### config.mk
export PLATFORM = sky130hd
export DESIGN_NAME = cache_maint_arbiter
export DESIGN_NICKNAME = d
export VERILOG_FILES = /design/src/rtl/cache_maint_pkg.sv /design/src/rtl/cache_maint_pick.sv /design/src/rtl/cache_maint_arbiter.sv
export SDC_FILE = /design/constraint.sdc
export NUM_CORES = 1
export LEC_CHECK = 0
export BUFFER_PORTS_ARGS = -buffer_cell sky130_fd_sc_hd__clkbuf_2
export CORE_MARGIN = 3
export CORE_UTILIZATION = 35
export CTS_BUF_LIST = sky130_fd_sc_hd__clkbuf_16
export DETAILED_ROUTE_END_ITERATION = 8
export PLACE_DENSITY_LB_ADDON = 0.2
export SETUP_SLACK_MARGIN = 0.05
export SLEW_MARGIN = 20
export SYNTH_ARGS = -nofsm -noshare
export SYNTH_HDL_FRONTEND = slang
export SYNTH_HIERARCHICAL = 1
export SYNTH_SLANG_ARGS = --single-unit
export TNS_END_PERCENT = 1
### constraint.sdc
create_clock -name clk_i -period 2.62 [get_ports clk_i]
set_input_delay 0.524 -clock clk_i [delete_from_list [all_inputs] [get_ports clk_i]]
set_output_delay 0.524 -clock clk_i [all_outputs]
set_load 0.05 [all_outputs]
### src/rtl/cache_maint_pkg.sv
// Shared types and helpers for the cache maintenance arbiter.
package cache_maint_pkg;

  typedef enum logic {
    OP_RELOAD  = 1'b0,
    OP_REFRESH = 1'b1
  } maint_op_e;

  typedef enum logic {
    IDLE = 1'b0,
    BUSY = 1'b1
  } maint_state_e;

  // Clears the line-offset bits; callers zero-extend to 64 bits and truncate the result.
  function automatic logic [63:0] line_align(input logic [63:0] addr,
                                             input int unsigned line_bits);
    logic [63:0] r;
    r = addr;
    for (int unsigned i = 0; i < 64; i++) begin
      if (i < line_bits) r[i] = 1'b0;
    end
    return r;
  endfunction

endpackage

### src/rtl/cache_maint_pick.sv
// Combinational winner selector for the maintenance arbiter.
// CACHE_MAINT_RR_EN selects round-robin from ptr_i; otherwise lowest index wins.
module cache_maint_pick
  import cache_maint_pkg::*;
#(
  parameter int unsigned N_REQ = 2,
  parameter int unsigned IDX_W = 1
) (
  input  logic [N_REQ-1:0] valid_i,
  input  logic [IDX_W-1:0] ptr_i,
  output logic [N_REQ-1:0] grant_o,
  output logic [IDX_W-1:0] idx_o,
  output logic             any_o
);

`ifdef CACHE_MAINT_RR_EN
  always_comb begin
    int unsigned j;
    j       = 0;
    grant_o = '0;
    idx_o   = '0;
    any_o   = 1'b0;
    for (int unsigned k = 0; k < N_REQ; k++) begin
      j = (32'(ptr_i) + k) % N_REQ;
      if (!any_o && valid_i[j]) begin
        any_o      = 1'b1;
        grant_o[j] = 1'b1;
        idx_o      = IDX_W'(j);
      end
    end
  end
`else
  logic unused_ptr;
  assign unused_ptr = ^ptr_i;

  always_comb begin
    grant_o = '0;
    idx_o   = '0;
    any_o   = 1'b0;
    for (int unsigned i = 0; i < N_REQ; i++) begin
      if (!any_o && valid_i[i]) begin
        any_o      = 1'b1;
        grant_o[i] = 1'b1;
        idx_o      = IDX_W'(i);
      end
    end
  end
`endif

endmodule

### src/rtl/cache_maint_arbiter.sv
// Shares one cache refresh/reload engine between N_REQ maintenance requesters.
// Define CACHE_MAINT_RR_EN for round-robin selection (fixed priority otherwise).
module cache_maint_arbiter
  import cache_maint_pkg::*;
#(
  parameter int unsigned N_REQ               = 2,
  parameter int unsigned CACHE_PADDR_SIZE    = 32,
  parameter int unsigned CACHE_LINEADDR_SIZE = 7
) (
  input  logic                              clk_i,
  input  logic                              arst_i,
  input  logic [N_REQ-1:0]                  req_valid_i,
  input  logic [N_REQ-1:0]                  req_op_i,
  input  logic [N_REQ*CACHE_PADDR_SIZE-1:0] req_addr_i,
  input  logic [N_REQ-1:0]                  req_nocheck_i,
  output logic [N_REQ-1:0]                  req_ready_o,
  output logic [N_REQ-1:0]                  req_done_o,
  output logic [N_REQ-1:0]                  req_fault_o,
  output logic                              busy_o,
  output logic                              eng_refersh_req_o,
  output logic                              eng_reload_req_o,
  output logic [CACHE_PADDR_SIZE-1:0]       eng_reload_addr_o,
  output logic                              eng_nocheck_dirty_o,
  input  logic                              eng_refersh_done_i,
  input  logic                              eng_reload_done_i,
  input  logic                              eng_refersh_fault_i,
  input  logic                              eng_reload_fault_i
);

  localparam int unsigned IDX_W = (N_REQ > 1) ? $clog2(N_REQ) : 1;

  maint_state_e          state_q;
  maint_op_e             op_q;
  logic [IDX_W-1:0]      owner_q;
  logic [IDX_W-1:0]      rr_ptr;
  logic [IDX_W-1:0]      pick_idx;
  logic [N_REQ-1:0]      pick_grant;
  logic                  pick_any;
  logic                  accept;
  logic                  done_hit;
  logic                  fault_hit;
  logic [63:0]           addr_ext;
  logic [CACHE_PADDR_SIZE-1:0] aligned_addr;

  cache_maint_pick #(
    .N_REQ (N_REQ),
    .IDX_W (IDX_W)
  ) u_pick (
    .valid_i (req_valid_i),
    .ptr_i   (rr_ptr),
    .grant_o (pick_grant),
    .idx_o   (pick_idx),
    .any_o   (pick_any)
  );

  assign accept = (state_q == IDLE) && pick_any;

  always_comb begin
    addr_ext = '0;
    addr_ext[CACHE_PADDR_SIZE-1:0] =
      req_addr_i[pick_idx*CACHE_PADDR_SIZE +: CACHE_PADDR_SIZE];
    aligned_addr = CACHE_PADDR_SIZE'(line_align(addr_ext, CACHE_LINEADDR_SIZE));
  end

  // Status for the op that was not issued never completes the command.
  always_comb begin
    done_hit  = 1'b0;
    fault_hit = 1'b0;
    if (state_q == BUSY) begin
      if (op_q == OP_RELOAD) begin
        done_hit  = eng_reload_done_i;
        fault_hit = eng_reload_fault_i;
      end else begin
        done_hit  = eng_refersh_done_i;
        fault_hit = eng_refersh_fault_i;
      end
    end
  end

  // Ready is masked during reset so nothing looks accepted while the FSM is held.
  always_comb begin
    req_ready_o = '0;
    req_done_o  = '0;
    req_fault_o = '0;
    if (state_q == IDLE && !arst_i) req_ready_o = pick_grant;
    for (int unsigned i = 0; i < N_REQ; i++) begin
      if (owner_q == IDX_W'(i)) begin
        req_fault_o[i] = fault_hit;
        req_done_o[i]  = done_hit && !fault_hit;
      end
    end
  end

  assign busy_o = (state_q == BUSY);

  always_ff @(posedge clk_i or posedge arst_i) begin
    if (arst_i) begin
      state_q             <= IDLE;
      op_q                <= OP_RELOAD;
      owner_q             <= '0;
      eng_refersh_req_o   <= 1'b0;
      eng_reload_req_o    <= 1'b0;
      eng_reload_addr_o   <= '0;
      eng_nocheck_dirty_o <= 1'b0;
    end else begin
      case (state_q)
        IDLE: begin
          if (pick_any) begin
            state_q             <= BUSY;
            op_q                <= maint_op_e'(req_op_i[pick_idx]);
            owner_q             <= pick_idx;
            eng_reload_addr_o   <= aligned_addr;
            eng_nocheck_dirty_o <= req_nocheck_i[pick_idx];
            eng_refersh_req_o   <= req_op_i[pick_idx];
            eng_reload_req_o    <= !req_op_i[pick_idx];
          end
        end
        BUSY: begin
          if (done_hit || fault_hit) begin
            state_q           <= IDLE;
            eng_refersh_req_o <= 1'b0;
            eng_reload_req_o  <= 1'b0;
          end
        end
        default: state_q <= IDLE;
      endcase
    end
  end

`ifdef CACHE_MAINT_RR_EN
  logic [IDX_W-1:0] rr_ptr_q;

  always_ff @(posedge clk_i or posedge arst_i) begin
    if (arst_i) begin
      rr_ptr_q <= '0;
    end else if (accept) begin
      rr_ptr_q <= (pick_idx == IDX_W'(N_REQ - 1)) ? '0 : pick_idx + 1'b1;
    end
  end

  assign rr_ptr = rr_ptr_q;
`else
  logic unused_accept;
  assign unused_accept = accept;
  assign rr_ptr = '0;
`endif

endmodule

==> impl_metrics.env <==
export IMPL_insertion_delay_ps=270
export IMPL_cts_path_max_buffers=2
export IMPL_worst_pin_slew_ps=540
export IMPL_drive_gt1_share_pct=44.9
export IMPL_fin_skew_ps=3.12
export IMPL_synth_seq_cells=31
export IMPL_p_clk_share_pct=20.5
export IMPL_synth_avg_cell_area_um2=9.99
export IMPL_p_int_mw=1.52
export IMPL_p_sw_share_pct=50.5
export IMPL_die_y_um=73.2
export IMPL_cts_hold_buf=0
export IMPL_crit_arrival_ps=1430
export IMPL_crit_type="flip-flop to output port"
export IMPL_grt_antenna_before_repair=0
export IMPL_drtPass1Iterations=4
export IMPL_cts_resized=0
export IMPL_power_density_nw_per_um2=1370
export IMPL_worst_setup_path_start_kind="flip-flop"
export IMPL_numCtsBuffers=5
export IMPL_async_reset_ff_share_pct=100
export IMPL_htree_levels=2
export IMPL_drv_slew=0
export IMPL_num_io_pins=118
export IMPL_min_period_over_period_pct=74.4
export IMPL_dpl_hpwl_um=2920
export IMPL_rr_worst_depth=3
export IMPL_final_hold_viol_count=0
export IMPL_grt_ovfl_total=0
export IMPL_maxCapViolCount=0
export IMPL_final_cell_mix="clkbuf_2 (96), nand2_1 (31), dfrtp_1 (31), mux2i_1 (27), o21ai_0 (27)"
export IMPL_routedWlPerCell_um=11.6
export IMPL_synth_main_ff_cell="dfrtp_1"
export IMPL_coreArea_um2=4170
export IMPL_p_comb_share_pct=51.8
export IMPL_nets=329
export IMPL_start_util_pct=37.8
export IMPL_yosysSeqAreaShare_pct=49.1
export IMPL_switching_power_mw=1.55
export IMPL_numPortBuffers=96
export IMPL_dpl_cell_count=296
export IMPL_peakVddDrop_mv=0.744
export IMPL_finalCriticalPeriod_ps=1950
export IMPL_hold_slack_ps=299
export IMPL_std_cell_rows=23
export IMPL_dr_first_iter_drc_count=51
export IMPL_fill_cells=385
export IMPL_ys_warn_count=6
export IMPL_grt_pass1_vias=1281
export IMPL_stdcell_count=304
export IMPL_rrSetupSlack_ps=1140
export IMPL_tns_ps=0
export IMPL_layout_commonest_cell="clkbuf_2"
export IMPL_slew_headroom_pct=63.9
export IMPL_cp_required_ps=2100
export IMPL_cts_clk_slew_worst_paths_ps=50
export IMPL_die_width_um=73.2
export IMPL_clock_root_buffer="clkbuf_16"
export IMPL_p_leak_nw=1.18
export IMPL_status="finished clean"
export IMPL_drc_errors=0
export IMPL_seqPwrFrac_pct=27.7
export IMPL_area_growth_syn_to_layout_pct=41.6
export IMPL_postSynthCellCount=158
export IMPL_synth_area_um2=1580
export IMPL_gp_congestion=0.740
export IMPL_min_path_type="input port to async pin"
export IMPL_track_usage_pct=13.6
export IMPL_cts_tree="done"
export IMPL_setup_worst_path_end_class="output port"
export IMPL_setup_viol=0
export IMPL_routed_wl_um=3530
export IMPL_synth_edf_count=0
export IMPL_vias=1370
export IMPL_ant_nets=0
export IMPL_path_max_fanout=6
export IMPL_cts_setup_buffers=0
export IMPL_n_antenna_cell=0
export IMPL_max_freq_mhz=513
export IMPL_grt_pass1_wl_um=5570
export IMPL_rsz0062_at_grt="false"
export IMPL_grt_max_degree=31
export IMPL_clock_sinks=31
export IMPL_die_area_um2=5350
export IMPL_utilization_pct=53.6
export IMPL_viasPerCell=4.51
export IMPL_yosysUniqueCellTypes=22
==> power by group through the flow <==
stage	Sequential, mW	Combinational [mW]	Clock (mW)
after floorplan	1.62	0.478	0
after global placement	0.859	1.59	0
after detailed placement	0.862	1.61	0
final	0.851	1.59	0.630
after global routing	0.890	1.71	0.663
after CTS	0.856	1.61	0.643
==> cells by family after synthesis <==
group	Yosys count	synth area share (%)
and+or+nand+nor	46	13.0
DFF	31	49.1
other	1	0.237
buffers and inverters	20	8.40
AOI/OAI and AO/OA	32	11.4
muxes	28	17.8
==> final timing paths <==
kind | start | endpoint
worst min register to register | eng_reload_addr_o[30] | eng_reload_addr_o[30]
worst max-delay path | op_q | req_done_o[0]
worst min-delay path | arst_i | op_q
min in group clk_i | eng_reload_addr_o[30] | eng_reload_addr_o[30]
worst max register to register | busy_o | eng_reload_addr_o[10]
max in group asynchronous | arst_i | eng_reload_addr_o[16]
==> worst max-delay path, cell delays in order, from the launching register on <==
cell      delay (ps)
dfrtp_1          420
and3b_2          220
o21ai_0          210
nor2_1            70
clkbuf_2         240
==> per-stage QoR <==
stage,instance area [um2],worst slack (ps),power [mW]
floorplan,1600,165,2.09
global placement,2070,777,2.45
detailed placement,2070,773,2.47
CTS,2240,662,3.11
global route,2240,575,3.27
finish,2240,671,3.07
==> state kept, by name, indices dropped and copies added, names as in the netlist <==
register and cells:
busy_o 1, owner_q 1, eng_refersh_req_o 1, eng_reload_addr_o 25
eng_nocheck_dirty_o 1, op_q 1, eng_reload_req_o 1
==> final cells by class <==
cell class | count | area (um2) | area share, %
flip-flops and latches | 31 | 776 | 34.7
multi-input cells | 113 | 703 | 31.4
repair buffers | 100 | 523 | 23.4
clock buffers | 5 | 125 | 5.60
well taps | 50 | 62.6 | 2.80
clock inverters | 3 | 38.8 | 1.73
inverters | 2 | 7.51 | 0.336
==> per-layer routing <==
| metal | GRT usage [%] | wire length (um) | vias to the layer above |
|---|---|---|---|
| li1 | - | - | 710 |
| met2 | 23.1 | 1680 | 64 |
| met1 | 15.4 | 1430 | 592 |
| met3 | 4.41 | 371 | 4 |
| met4 | 6.15 | 48 | 0 |
| met5 | 0 | 0 | - |
==> Yosys cell counts, types with 2 or more instances <==
cell,number,area share (%)
nor2_1,6,1.4
inv_1,2,0.48
nor2b_1,2,0.79
clkbuf_2,2,0.63
buf_4,14,6.7
buf_2,2,0.63
nand2_1,31,7.4
dfrtp_1,31,49
mux2i_1,27,17
o21ai_0,27,8.6
nor3b_1,3,1.4
No activity file was read; power rests on OpenSTA's default activity.
